### src/rtl/mem_access_unit_pkg.sv
`default_nettype none
// ============================================================================
// Module   : mem_access_unit_pkg
// Purpose  : Shared size encodings, FSM state codes and lane helper functions
//            for the memory access unit.
// Revision : 1.0 - initial release
// ============================================================================
package mem_access_unit_pkg;

    // Access size encodings as carried on req_size
    localparam logic [1:0] SZ_BYTE    = 2'b00;
    localparam logic [1:0] SZ_HALF    = 2'b01;
    localparam logic [1:0] SZ_WORD    = 2'b10;
    localparam logic [1:0] SZ_ILLEGAL = 2'b11;

    // FSM state codes
    typedef logic [1:0] state_t;
    localparam state_t ST_IDLE  = 2'd0;
    localparam state_t ST_BEAT0 = 2'd1;
    localparam state_t ST_BEAT1 = 2'd2;
    localparam state_t ST_RESP  = 2'd3;

    // Byte-lane strobe for an access starting at lane 0
    function automatic logic [3:0] base_strobe(input logic [1:0] size);
        logic [3:0] strb;
        case (size)
            SZ_BYTE: strb = 4'b0001;
            SZ_HALF: strb = 4'b0011;
            SZ_WORD: strb = 4'b1111;
            default: strb = 4'b0000;
        endcase
        return strb;
    endfunction

    // Number of bytes moved by an access; illegal size moves nothing
    function automatic logic [2:0] size_bytes(input logic [1:0] size);
        logic [2:0] nb;
        case (size)
            SZ_BYTE: nb = 3'd1;
            SZ_HALF: nb = 3'd2;
            SZ_WORD: nb = 3'd4;
            default: nb = 3'd0;
        endcase
        return nb;
    endfunction

    // Mask right-justified load data to the access size, then extend
    function automatic logic [31:0] load_extend(input logic [31:0] data,
                                                input logic [1:0]  size,
                                                input logic        is_unsigned);
        logic [31:0] res;
        case (size)
            SZ_BYTE: res = is_unsigned ? {24'h0, data[7:0]}
                                       : {{24{data[7]}}, data[7:0]};
            SZ_HALF: res = is_unsigned ? {16'h0, data[15:0]}
                                       : {{16{data[15]}}, data[15:0]};
            SZ_WORD: res = data;
            default: res = 32'h0;
        endcase
        return res;
    endfunction

endpackage
`default_nettype wire

### src/rtl/mem_access_unit_lane_align.sv
`default_nettype none
// ============================================================================
// Module   : mem_lane_align
// Purpose  : Combinational lane steering. Positions store data and strobes
//            across the two possible beats and rebuilds load data from the
//            low/high beat captures.
// Revision : 1.0 - initial release
// ============================================================================
module mem_lane_align
    import mem_access_unit_pkg::*;
(
    input  logic [1:0]  off,
    input  logic [1:0]  size,
    input  logic        is_unsigned,
    input  logic [31:0] wdata,
    input  logic [31:0] lo,
    input  logic [31:0] hi,
    output logic [3:0]  strb_lo,
    output logic [3:0]  strb_hi,
    output logic [31:0] wdata_lo,
    output logic [31:0] wdata_hi,
    output logic [31:0] rdata,
    output logic        split,
    output logic        misaligned
);

    logic [7:0]  w_strb8;
    logic [63:0] w_wide;
    logic [31:0] w_merged;
    logic [2:0]  w_nbytes;
    logic [1:0]  w_nb_mask;

    // Shift strobes and data up by the byte offset; the upper half belongs
    // to the second beat. Loads shift the two captured words back down.
    always_comb begin
        w_nbytes   = size_bytes(size);
        w_nb_mask  = w_nbytes[1:0] - 2'd1;
        w_strb8    = {4'b0000, base_strobe(size)} << off;
        w_wide     = {32'h0, wdata} << {off, 3'b000};
        w_merged   = 32'({hi, lo} >> {off, 3'b000});
        strb_lo    = w_strb8[3:0];
        strb_hi    = w_strb8[7:4];
        wdata_lo   = w_wide[31:0];
        wdata_hi   = w_wide[63:32];
        rdata      = load_extend(w_merged, size, is_unsigned);
        split      = (({1'b0, off} + w_nbytes) > 3'd4);
        // Natural alignment: offset must be a multiple of the access size
        misaligned = ((off & w_nb_mask) != 2'b00);
    end

endmodule
`default_nettype wire

### src/rtl/mem_access_unit.sv
`default_nettype none
// ============================================================================
// Module   : mem_access_unit
// Purpose  : Single-outstanding load/store initiator onto a word-wide,
//            byte-strobed SRAM. Splits word-crossing accesses into two beats
//            and returns aligned, extended load data.
// Revision : 1.0 - initial release
// ============================================================================
module mem_access_unit
    import mem_access_unit_pkg::*;
#(
    parameter int ALLOW_MISALIGNED = 1,
    parameter int ADDR_W           = 32
) (
    input  logic              clk,
    input  logic              rst_n,
    input  logic              req_valid,
    output logic              req_ready,
    input  logic              req_write,
    input  logic [1:0]        req_size,
    input  logic              req_unsigned,
    input  logic [ADDR_W-1:0] req_addr,
    input  logic [31:0]       req_wdata,
    output logic              rsp_valid,
    output logic [31:0]       rsp_rdata,
    output logic              rsp_err,
    output logic              MemRead,
    output logic [3:0]        MemWrite,
    output logic [ADDR_W-1:0] address,
    output logic [31:0]       write_data,
    input  logic [31:0]       read_data
);

    // Latched request and beat captures
    state_t            r_state;
    logic              r_write;
    logic [1:0]        r_size;
    logic              r_unsigned;
    logic [ADDR_W-1:0] r_addr_al;
    logic [1:0]        r_off;
    logic [31:0]       r_wdata;
    logic [31:0]       r_lo;
    logic [31:0]       r_hi;
    logic              r_err;

    // Lane-align operands: live request while idle, latched request after
    logic              w_idle;
    logic              w_accept;
    logic              w_req_err;
    logic [ADDR_W-1:0] w_req_al;
    logic [1:0]        w_off;
    logic [1:0]        w_size;
    logic              w_unsigned;
    logic [31:0]       w_wdata;
    logic [3:0]        w_strb_lo;
    logic [3:0]        w_strb_hi;
    logic [31:0]       w_wdata_lo;
    logic [31:0]       w_wdata_hi;
    logic [31:0]       w_rdata;
    logic              w_split;
    logic              w_misaligned;

    // Select lane-align operands and decode the incoming request
    always_comb begin
        w_idle     = (r_state == ST_IDLE);
        w_off      = w_idle ? req_addr[1:0] : r_off;
        w_size     = w_idle ? req_size      : r_size;
        w_unsigned = w_idle ? req_unsigned  : r_unsigned;
        w_wdata    = w_idle ? req_wdata     : r_wdata;
        w_accept   = req_valid && req_ready;
        w_req_al   = {req_addr[ADDR_W-1:2], 2'b00};
        w_req_err  = (req_size == SZ_ILLEGAL) ||
                     ((ALLOW_MISALIGNED == 0) && w_misaligned);
    end

    mem_lane_align u_lane_align (
        .off         (w_off),
        .size        (w_size),
        .is_unsigned (w_unsigned),
        .wdata       (w_wdata),
        .lo          (r_lo),
        .hi          (r_hi),
        .strb_lo     (w_strb_lo),
        .strb_hi     (w_strb_hi),
        .wdata_lo    (w_wdata_lo),
        .wdata_hi    (w_wdata_hi),
        .rdata       (w_rdata),
        .split       (w_split),
        .misaligned  (w_misaligned)
    );

    // Request FSM; every output is registered and defaults to idle values
    always_ff @(posedge clk or negedge rst_n) begin
        if (!rst_n) begin
            r_state    <= ST_IDLE;
            r_write    <= 1'b0;
            r_size     <= SZ_BYTE;
            r_unsigned <= 1'b0;
            r_addr_al  <= '0;
            r_off      <= 2'b00;
            r_wdata    <= 32'h0;
            r_lo       <= 32'h0;
            r_hi       <= 32'h0;
            r_err      <= 1'b0;
            req_ready  <= 1'b1;
            rsp_valid  <= 1'b0;
            rsp_err    <= 1'b0;
            rsp_rdata  <= 32'h0;
            MemRead    <= 1'b0;
            MemWrite   <= 4'b0000;
            address    <= '0;
            write_data <= 32'h0;
        end else begin
            req_ready  <= 1'b0;
            rsp_valid  <= 1'b0;
            rsp_err    <= 1'b0;
            rsp_rdata  <= 32'h0;
            MemRead    <= 1'b0;
            MemWrite   <= 4'b0000;
            address    <= '0;
            write_data <= 32'h0;
            case (r_state)
                ST_IDLE: begin
                    req_ready <= 1'b1;
                    if (w_accept) begin
                        req_ready  <= 1'b0;
                        r_write    <= req_write;
                        r_size     <= req_size;
                        r_unsigned <= req_unsigned;
                        r_addr_al  <= w_req_al;
                        r_off      <= req_addr[1:0];
                        r_wdata    <= req_wdata;
                        r_lo       <= 32'h0;
                        r_hi       <= 32'h0;
                        r_err      <= w_req_err;
                        if (w_req_err) begin
                            // Errors skip the SRAM entirely
                            r_state <= ST_RESP;
                        end else begin
                            r_state <= ST_BEAT0;
                            address <= w_req_al;
                            MemRead <= !req_write;
                            if (req_write) begin
                                MemWrite   <= w_strb_lo;
                                write_data <= w_wdata_lo;
                            end
                        end
                    end
                end
                ST_BEAT0: begin
                    if (!r_write) begin
                        r_lo <= read_data;
                    end
                    if (w_split) begin
                        r_state <= ST_BEAT1;
                        address <= r_addr_al + ADDR_W'(4);
                        MemRead <= !r_write;
                        if (r_write) begin
                            MemWrite   <= w_strb_hi;
                            write_data <= w_wdata_hi;
                        end
                    end else begin
                        r_state <= ST_RESP;
                    end
                end
                ST_BEAT1: begin
                    if (!r_write) begin
                        r_hi <= read_data;
                    end
                    r_state <= ST_RESP;
                end
                ST_RESP: begin
                    rsp_valid <= 1'b1;
                    rsp_err   <= r_err;
                    rsp_rdata <= (r_write || r_err) ? 32'h0 : w_rdata;
                    req_ready <= 1'b1;
                    r_state   <= ST_IDLE;
                end
                default: begin
                    r_state <= ST_IDLE;
                end
            endcase
        end
    end

endmodule
`default_nettype wire

### config.mk
export PLATFORM = sky130hd
export DESIGN_NAME = mem_access_unit
export DESIGN_NICKNAME = d
export VERILOG_FILES = /design/src/rtl/mem_access_unit_pkg.sv /design/src/rtl/mem_access_unit_lane_align.sv /design/src/rtl/mem_access_unit.sv
export SDC_FILE = /design/constraint.sdc
export NUM_CORES = 1
export LEC_CHECK = 0
export CORE_AREA = 2 2 156 158
export CTS_CLUSTER_SIZE = 16
export DETAILED_ROUTE_END_ITERATION = 8
export DIE_AREA = 0 0 158 160
export PLACE_DENSITY = 0.78
export SYNTH_ARGS = -nofsm -noshare
export SYNTH_HDL_FRONTEND = slang
export SYNTH_SLANG_ARGS = --single-unit
### constraint.sdc
create_clock -name clk -period 3.4 [get_ports clk]
set_input_delay 1.02 -clock clk [delete_from_list [all_inputs] [get_ports clk]]
set_output_delay 1.02 -clock clk [all_outputs]
set_load 0.1 [all_outputs]
==> results of run 1 <==
==> sequential cells by signal, indices dropped and copies added (netlist names), 2 cells and up <==
register and cells:
write_data 32, r_lo 32, r_off 2, r_state 2, address 30, r_size 2, MemWrite 4, r_wdata 32
r_hi 24, rsp_rdata 32, r_addr_al 30
==> worst paths after layout <==
| kind | depth (start not counted) | slack, ns | endpoint |
|---|---|---|---|
| min reg2reg | 2 | 0.47 | r_hi[21]$_DFFE_PN0P_ |
| max in group asynchronous | 2 | 2.15 | req_ready$_DFF_PN1_ |
| max | 11 | 0.13 | write_data[12]$_DFF_PN0_ |
| min | 1 | 0.45 | address[10]$_DFF_PN0_ |
| max reg2reg | 12 | 0.25 | write_data[12]$_DFF_PN0_ |
| min in group clk | 2 | 0.47 | r_hi[21]$_DFFE_PN0P_ |
==> power groups by stage <==
stage / clock [uW] / combinational (uW) / sequential [uW]
CTS: 2710 / 6100 / 4080
finish: 2680 / 6130 / 4100
global placement: 0 / 5960 / 4080
global route: 2830 / 6630 / 4200
detailed placement: 0 / 6060 / 4130
floorplan: 0 / 3610 / 5050
==> critical path, cell delays in order <==
cell	delay [ns]
clkdlybuf4s50_1	0.46
mux2i_2	0.27
ha_1	0.24
ha_1	0.16
inv_1	0.05
fa_1	0.40
xnor2_2	0.23
o2111ai_4	0.16
buf_4	0.20
nand2b_1	0.27
o22ai_1	0.25
==> stage by stage <==
stage,TNS (ns),power (uW),cells,setup WS [ns]
floorplan,0,8660,1036,0.0279
global route,-0.331,13700,1583,-0.0452
CTS,0,12900,1583,0.103
global placement,-14.44,10000,1539,-0.444
finish,0,12900,1583,0.128
detailed placement,-18.19,10200,1539,-0.540
==> kinds of logic (layout without fill, tap and decap cells) <==
| family | count (synthesis) | in the layout |
|---|---|---|
| adders and majority gates | 12 | 12 |
| muxes | 154 | 154 |
| xor gates and xnor gates | 29 | 29 |
| AOI/OAI and AO/OA | 189 | 189 |
| other | 1 | 2 |
| and+or+nand+nor | 333 | 333 |
| DFF | 229 | 229 |
| buffers and inverters | 88 | 311 |
==> routing by layer <==
metal	vias up	global-route usage (%)	part of all wire, %
met1	4174	31.7	43
met3	43	4.31	7.2
met4	2	6.10	2.3
met2	322	36.1	47
met5	-	0	0.038
li1	4003	-	-
==> layout make-up <==
cell class / count / share of cell area, %
Multi-Input combinational cell: 719 / 35.7
Sequential cell: 229 / 40.1
Clock buffer: 29 / 4.62
Inverter: 20 / 0.525
Clock inverter: 15 / 1.05
Timing Repair Buffer: 247 / 15.2
Tap cell: 324 / 2.83
==> what timing repair did <==
item	in CTS	in global routing
pin swaps	0	0
endpoints found under the setup margin	4	4
resized for setup	1	3
==> placed cells by master (no fill, tap or decap), drive strengths merged, types with 2 or more instances in the layout <==
cell           instances
nand2                235
dfrtp                228
buf                  146
clkdlybuf4s50        101
o21ai                100
mux2                  85
a21oi                 46
mux2i                 41
clkbuf                29
mux4                  28
xnor2                 22
nor2                  22
nor2b                 21
inv                   20
a22oi                 15
nand3                 13
clkinv                12
ha                    11
nor4                   9
a211oi                 8
o22ai                  7
xor2                   7
nand4                  7
nor3                   7
and2                   5
nand2b                 3
or3                    3
bufinv                 3
and4                   3
a222oi                 2
o211ai                 2
conb                   2
or4                    2
==> flow_metrics.py, run 1 <==
metrics = {
    "clocking": {
        "cts_num_sinks": 229,
        "clk_pin_slew_ns": 0.06,
        "htree_levels": 1,
        "cts_buffer_depth": 3,
        "root_buffer": "clkbuf_16",
        "cts_tree": "done",
        "clk-insertion-delay-late_ns": 0.51,
        "numCtsBuffers": 24,
        "holdBufCountCts": 0,
        "post_cts_buffers": 0,
    },
    "logic_synthesis": {
        "synth.distinct_cells": 59,
        "muxShareOfSynthArea_pct": 18.0,
        "netlist.top_cell.by_area": "dfrtp_1",
        "yosysSeqAreaShare_pct": 51.2,
        "synth_edf_count": 0,
        "synth_top_area_share_pct": 51.0,
        "yosys.area_share.adder_pct": 1.41,
        "synth_area_mm2": 0.0112,
        "synthTopCellsByArea": "dfrtp_1 51%, mux2_2 8.5%, nand2_1 7.9%",
        "ys_top_cells_by_count": "235 x nand2_1, 228 x dfrtp_1, 88 x o21ai_0",
        "synth_compound_area_share_pct": 9.60,
        "syn_avg_cell_area_um2": 10.8,
        "ys_ff_latch": 229,
        "synth_top_family_by_area": "multiplexers",
        "synthCells": 1035,
        "ys.flop_type": "dfrtp_1",
        "synth_xor_area_share_pct": 2.27,
        "ys_warn_count": 0,
        "async_reset_ff_share_pct": 100,
        "synth-simple-area-share_pct": 13.7,
        "synthMostInstantiatedCell": "nand2_1",
    },
    "die": {
        "core_mm2": 0.0238,
        "dieWidth_um": 158,
        "io_pins": 207,
        "rows": 57,
        "die_h_um": 160,
        "die_area_mm2": 0.0253,
        "start_util_pct": 47.0,
    },
    "cells_and_area": {
        "drive_gt1_share_pct": 26.5,
        "postLayoutCellArea_mm2": 0.0143,
        "post-route-util_pct": 60.0,
        "fillers": 1962,
        "seq_area_mm2": 0.00573,
        "diodes": 0,
        "nNetsFinal": 1356,
        "syn_to_final_growth_pct": 27.9,
        "multi_input_area_mm2": 0.00510,
    },
    "sta": {
        "fin_crit_sh_pct": 96.2,
        "setup_viol": 0,
        "rsz0062_at_grt": "true",
        "fmax_mhz": 306,
        "worst_pin_slew_ns": 0.727,
        "holdWs_ns": 0.446,
        "finalClockSkew_ns": 0.00815,
        "slew_viol_final": 0,
        "min_period_ns": 3.27,
        "slew_headroom_pct": 51.6,
        "hold_viol": 0,
    },
    "global_routing": {
        "antenna_found_initial": 1,
        "grt_pass1_vias": 8449,
        "grt_pass1_wl_um": 45200,
        "grt_max_degree": 72,
        "gr-total-overflow": 0,
        "grt_usage_pct": 22.6,
    },
    "power": {
        "swShare_pct": 42.9,
        "switchingPower_uw": 5540,
        "p_leak_uw": 0.00645,
        "powerDensity_mw_per_mm2": 903,
        "p_int_uw": 7370,
        "p_clk_share_pct": 20.8,
        "pwr-share-seq_pct": 31.7,
        "power_frac_comb_pct": 47.5,
        "peakVddDrop_mv": 0.663,
    },
    "worst_setup_path": {
        "worstSetupPathType": "in2reg",
        "crit_fanout": 6,
        "r2r-start": "r_state[1]$_DFFE_PN0N_",
        "worst_setup_path_end_kind": "flop",
        "crit_start": "req_size[1]",
        "cp.arrival_ns": 3.70,
        "crit_required_ns": 3.82,
        "worstSetupStartpointType": "primary input",
    },
    "place": {
        "io_buffers": 204,
        "placed_area_mm2": 0.0135,
        "gp_congestion": 0.898,
        "dp_hpwl_um": 20500,
    },
    "flow_run": {
        "cap_violations": 0,
    },
    "status": {
        "status": "finished, final reports clean",
    },
    "hold_path": {
        "hold_path.class": "in2async",
    },
    "route": {
        "drt_iter0_drc": 644,
        "drc": 0,
        "wl_per_cell_um": 18.2,
        "ant_nets": 0,
        "drt-vias-per-instance": 5.40,
        "vias": 8544,
        "wirelength_um": 28700,
        "dr.pass1.iters": 5,
    },
}
Note: power is estimated with default switching activity, not from simulation.
==> inputs of run 2 (changes only) <==
--- a/config.mk
+++ b/config.mk
@@ -5,11 +5,11 @@
 export SDC_FILE = /design/constraint.sdc
 export NUM_CORES = 1
 export LEC_CHECK = 0
-export CORE_AREA = 2 2 156 158
+export CORE_AREA = 2 2 149 151
 export CTS_CLUSTER_SIZE = 16
 export DETAILED_ROUTE_END_ITERATION = 8
-export DIE_AREA = 0 0 158 160
-export PLACE_DENSITY = 0.78
+export DIE_AREA = 0 0 151 153
+export PLACE_DENSITY = 0.82
 export SYNTH_ARGS = -nofsm -noshare
 export SYNTH_HDL_FRONTEND = slang
 export SYNTH_SLANG_ARGS = --single-unit
==> constraint.sdc (replaced) <==
create_clock -name clk -period 3.5 [get_ports clk]
set_input_delay 1.05 -clock clk [delete_from_list [all_inputs] [get_ports clk]]
set_output_delay 1.05 -clock clk [all_outputs]
set_load 0.1 [all_outputs]
==> flow_metrics.py, run 2 (synthesis results as in run 1) <==
metrics = {
    "status": {
        "status": "finished, final reports clean",
    },
    "worst_setup_path": {
        "worstSetupPathType": "in2reg",
        "crit_required_ns": 3.96,
        "worst_r2r_path_depth": 14,
        "worst_setup_path_end_kind": "flop",
        "crit_fanout": 5,
        "cp.arrival_ns": 3.70,
        "worstSetupStartpointType": "primary input",
    },
    "global_routing": {
        "grt_pass1_wl_um": 46500,
        "gr-total-overflow": 0,
        "grt_max_degree": 90,
        "grt_usage_pct": 25.3,
        "grt_pass1_vias": 8650,
        "antenna_found_initial": 1,
    },
    "place": {
        "dp_cells": 1494,
        "placed_area_mm2": 0.0134,
        "pre_cts_slack_ns": -0.503,
        "gp_congestion": 0.887,
        "io_buffers": 204,
        "dp_hpwl_um": 20600,
    },
    "die": {
        "io_pins": 207,
        "start_util_pct": 52.1,
        "rows": 54,
        "die_h_um": 153,
        "die_area_mm2": 0.0231,
        "dieWidth_um": 151,
        "core_mm2": 0.0215,
    },
    "clocking": {
        "cts_tree": "done",
        "root_buffer": "clkbuf_16",
        "clk_pin_slew_ns": 0.06,
        "cts_num_sinks": 229,
        "cts_buffer_depth": 3,
        "post_cts_buffers": 0,
        "htree_levels": 1,
        "numCtsBuffers": 24,
        "clk-insertion-delay-late_ns": 0.52,
    },
    "sta": {
        "hold_viol": 0,
        "slew_viol_final": 0,
        "finalClockSkew_ns": 0.0146,
        "final.setup.worst_slack_ns": 0.254,
        "rsz0062_at_grt": "false",
        "fmax_mhz": 308,
        "setup_viol": 0,
        "worst_pin_slew_ns": 0.722,
        "slew_headroom_pct": 51.9,
        "fin_crit_sh_pct": 92.7,
        "min_period_ns": 3.25,
    },
    "power": {
        "peakVddDrop_mv": 0.471,
        "p_leak_uw": 0.00642,
        "powerDensity_mw_per_mm2": 877,
        "total_power_uw": 12500,
    },
    "route": {
        "drt_iter0_drc": 734,
        "wl_per_cell_um": 18.8,
        "dr.pass1.iters": 5,
        "wirelength_um": 28900,
        "met2_length_um": 13600,
        "drc": 0,
        "wl_met1_um": 12200,
        "met3_length_um": 2110,
        "top_layer": "met5",
        "ant_nets": 0,
        "vias": 8643,
        "drt-vias-per-instance": 5.62,
    },
    "cells_and_area": {
        "multi_input_area_mm2": 0.00509,
        "syn_to_final_growth_pct": 27.2,
        "diodes": 0,
        "drive_gt1_share_pct": 26.5,
        "post-route-util_pct": 66.2,
        "postLayoutCellArea_mm2": 0.0142,
        "fillers": 1614,
        "nNetsFinal": 1355,
        "seq_area_mm2": 0.00573,
        "final_cell_mix": "234 x nand2_1, 228 x dfrtp_1, 138 x buf_4",
        "final_common_cell": "nand2_1",
        "layout.cells.non_filler": 1538,
    },
    "flow_run": {
        "cap_violations": 0,
    },
    "hold_path": {
        "whs_path_depth": 2,
        "hold_path.class": "reg2reg",
    },
}
## run 2: final cells by class
| type | count | area share [%] |
|---|---|---|
| tap | 280 | 2.46 |
| sequential | 229 | 40.3 |
| timing repair buffer | 246 | 15.3 |
| inverter | 20 | 0.528 |
| clock inverter | 11 | 0.554 |
| clock buffer | 33 | 5.03 |
| multi-input combinational | 719 | 35.8 |
## run 2: worst max-delay path, stage by stage
cell	delay, ns
clkdlybuf4s50_1	0.44
mux2i_2	0.25
ha_1	0.24
ha_1	0.15
inv_1	0.04
fa_1	0.40
xnor2_2	0.25
o2111ai_4	0.17
buf_4	0.20
nor2_2	0.25
buf_4	0.17
nand2_1	0.05
nand2_1	0.07
## run 2: report_power, final
part | leakage, uW | switching (uW) | total, uW | internal (uW)
combinational | 0.00299 | 3770 | 5980 | 2210
sequential | 0.00305 | 598 | 4000 | 3400
clock | 0.000393 | 1070 | 2510 | 1440
total | 0.00642 | 5440 | 12500 | 7050
## run 2: repair_timing
action / CTS / global route
resized for setup: 0 / 2
hold buffers: 0 / 0
setup endpoints to repair: 0 / 13
## run 2: metrics by stage
step           hold slack (ns)  setup TNS, ns
4_1_cts                  0.484              0
2_1_floorplan            0.445              0
3_3_place_gp             0.458          -9.90
3_5_place_dp             0.469         -15.41
6_report                 0.479              0
5_1_grt                  0.516              0
## run 2: final timing paths
path                                        start                       to  slack [ns]
hold reg to reg              r_hi[20]$_DFFE_PN0P_     r_hi[20]$_DFFE_PN0P_        0.48
max in group asynchronous                   rst_n    address[18]$_DFF_PN0_        2.18
setup reg to reg           r_state[0]$_DFFE_PN0N_  write_data[5]$_DFF_PN0_        0.34
hold / removal               r_hi[20]$_DFFE_PN0P_     r_hi[20]$_DFFE_PN0P_        0.48
setup / recovery                      req_size[1]  write_data[5]$_DFF_PN0_        0.25
min in group asynchronous                   rst_n    address[12]$_DFF_PN0_        0.56
## run 2: layer usage
metal | track usage, % | up-vias
met2 | 40.0 | 337
met1 | 35.8 | 4221
met3 | 4.39 | 68
met4 | 8.37 | 2
met5 | 0 | -
li1 | - | 4015
==> inputs of run 3 (changes only) <==
--- a/config.mk
+++ b/config.mk
@@ -5,11 +5,13 @@
 export SDC_FILE = /design/constraint.sdc
 export NUM_CORES = 1
 export LEC_CHECK = 0
-export CORE_AREA = 2 2 149 151
+export CELL_PAD_IN_SITES_DETAIL_PLACEMENT = 1
+export CELL_PAD_IN_SITES_GLOBAL_PLACEMENT = 1
+export CORE_AREA = 2 2 169 171
 export CTS_CLUSTER_SIZE = 16
 export DETAILED_ROUTE_END_ITERATION = 8
-export DIE_AREA = 0 0 151 153
-export PLACE_DENSITY = 0.82
+export DIE_AREA = 0 0 171 173
+export PLACE_DENSITY = 0.81
 export SYNTH_ARGS = -nofsm -noshare
 export SYNTH_HDL_FRONTEND = slang
 export SYNTH_SLANG_ARGS = --single-unit
==> flow_metrics.py, run 3 (synthesis results as in run 1) <==
metrics = {
    "status": {
        "status": "finished, final reports clean",
    },
    "cells_and_area": {
        "fillers": 3023,
        "final_common_cell": "nand2_1",
        "post-route-util_pct": 52.3,
        "syn_to_final_growth_pct": 29.1,
        "nNetsFinal": 1363,
        "final_cell_mix": "234 x nand2_1, 228 x dfrtp_1, 145 x buf_4",
        "postLayoutCellArea_mm2": 0.0144,
        "drive_gt1_share_pct": 26.7,
    },
    "power": {
        "switchingPower_uw": 5660,
        "p_clk_share_pct": 20.8,
        "total_power_uw": 12900,
        "peakVddDrop_mv": 0.446,
        "p_int_uw": 7220,
        "swShare_pct": 43.9,
        "pwr-share-seq_pct": 31.3,
        "p_leak_uw": 0.00647,
        "power_frac_comb_pct": 47.9,
        "powerDensity_mw_per_mm2": 892,
    },
    "worst_setup_path": {
        "cp_cell_sequence": "inv_1, ha_2, mux2i_2, ha_1, ha_1, inv_1, fa_1, xnor2_2, o2111ai_4, buf_4, nand2b_1, o22ai_1",
        "worstSetupPathType": "reg2reg",
        "cp.arrival_ns": 3.71,
        "worst_setup_path_end_kind": "flop",
        "worstSetupStartpointType": "flop",
        "crit_required_ns": 3.94,
        "crit_fanout": 7,
        "crit_path_top_delay_cell": "dfrtp_1",
        "slowest_delay_ns": 0.42,
        "worst_r2r_path_depth": 12,
    },
    "sta": {
        "setup_viol": 0,
        "setup_tns_ns": 0,
        "fin_crit_sh_pct": 93.7,
        "finalClockSkew_ns": 0.0140,
        "hold_viol": 0,
        "slew_headroom_pct": 48.5,
        "holdWs_ns": 0.482,
        "fmax_mhz": 305,
        "worst_pin_slew_ns": 0.773,
        "min_period_ns": 3.28,
        "rsz0062_at_grt": "false",
        "slew_viol_final": 0,
    },
    "global_routing": {
        "grt_max_degree": 81,
        "antenna_found_initial": 1,
        "gr-total-overflow": 0,
        "grt_usage_pct": 23.4,
        "grt_pass1_vias": 9608,
        "grt_pass1_wl_um": 54600,
    },
    "clocking": {
        "holdBufCountCts": 0,
        "cts_num_sinks": 229,
        "htree_levels": 1,
        "cts_buffer_depth": 3,
        "root_buffer": "clkbuf_16",
        "numCtsBuffers": 26,
        "clk_pin_slew_ns": 0.06,
        "cts_tree": "done",
        "clk-insertion-delay-late_ns": 0.53,
    },
    "place": {
        "gp_congestion": 0.857,
        "placed_area_mm2": 0.0136,
        "dp_hpwl_um": 24300,
        "io_buffers": 204,
    },
    "flow_run": {
        "cap_violations": 0,
    },
    "route": {
        "drt_iter0_drc": 576,
        "ant_nets": 0,
        "wirelength_um": 34400,
        "drc": 0,
        "drt-vias-per-instance": 5.31,
        "dr.pass1.iters": 5,
        "wl_per_cell_um": 20.9,
        "vias": 8748,
    },
    "die": {
        "core_mm2": 0.0276,
        "dieWidth_um": 171,
        "die_area_mm2": 0.0296,
        "io_pins": 207,
        "start_util_pct": 40.5,
        "die_h_um": 173,
        "rows": 61,
    },
    "hold_path": {
        "hold_path.class": "reg2reg",
        "whs_path_depth": 2,
    },
}
[run 3: cell types whose count changed in the layout (fill, tap and decap cells not counted), moves of 2 or more]
| cell | change |
|---|---|
| buf_4 | +7 |
| clkbuf_1 | +4 |
| clkbuf_16 | +2 |
| clkbuf_8 | +2 |
[run 3: through the flow]
| step | setup WS (ns) | std cells |
|---|---|---|
| 4_1_cts | 0.183 | 1646 |
| 3_5_place_dp | -0.524 | 1598 |
| 2_1_floorplan | 0.0169 | 1036 |
| 3_3_place_gp | -0.407 | 1598 |
| 5_1_grt | 0.0323 | 1646 |
| 6_report | 0.222 | 1647 |
[run 3: timing repair]
item / 4_1_cts / 5_1_grt
resized for setup: 1 / 1
buffers inserted: 0 / 0
setup endpoints to repair: 1 / 3
gates cloned: 0 / 0
[run 3: metal layers]
metal	share of wire, %	up-vias	track usage (%)
met5	0	-	0
met4	2.4	0	6.29
met3	5.2	56	3.27
met2	50	253	39.5
met1	43	4416	31.6
li1	-	4023	-
[run 3: path summary, 6_finish.rpt]
path                                         from                  endpoint  slack (ns)
min reg2reg                   r_lo[3]$_DFFE_PN0P_       r_lo[3]$_DFFE_PN0P_        0.48
max in group asynchronous                   rst_n      r_lo[12]$_DFFE_PN0P_        2.06
max                        r_state[0]$_DFFE_PN0N_  write_data[14]$_DFF_PN0_        0.22
min in group asynchronous                   rst_n     address[10]$_DFF_PN0_        0.52
min                           r_lo[3]$_DFFE_PN0P_       r_lo[3]$_DFFE_PN0P_        0.48
max reg2reg                r_state[0]$_DFFE_PN0N_  write_data[14]$_DFF_PN0_        0.22
[run 3: final cells by class]
type | instances | area (um^2) | area share [%]
well taps | 378 | 473 | 3.28
clock buffers | 41 | 808 | 5.60
inverters | 20 | 75.1 | 0.520
repair buffers | 252 | 2210 | 15.3
flip-flops and latches | 229 | 5730 | 39.7
clock inverters | 7 | 40.0 | 0.277
multi-input cells | 719 | 5090 | 35.3
diodes | 1 | 2.50 | 0.0173
[run 3: critical path: cells and delay by family, from the launching register on]
family	cells	cell delay, ns
multiplexers	1	0.29
flip-flops	1	0.42
adder cells (fa/ha/maj)	4	1.14
XOR/XNOR	1	0.23
AO/OA/AOI/OAI	2	0.44
buffers and inverters	3	0.40
AND/OR/NAND/NOR	1	0.28
[run 3: power by group through the flow]
stage	Sequential (uW)	Clock, uW	Combinational [uW]
3_3_place_gp	3980	0	5960
6_report	4030	2680	6170
4_1_cts	4020	2730	6200
2_1_floorplan	4910	0	3500
3_5_place_dp	4050	0	6140
5_1_grt	4130	2840	6670
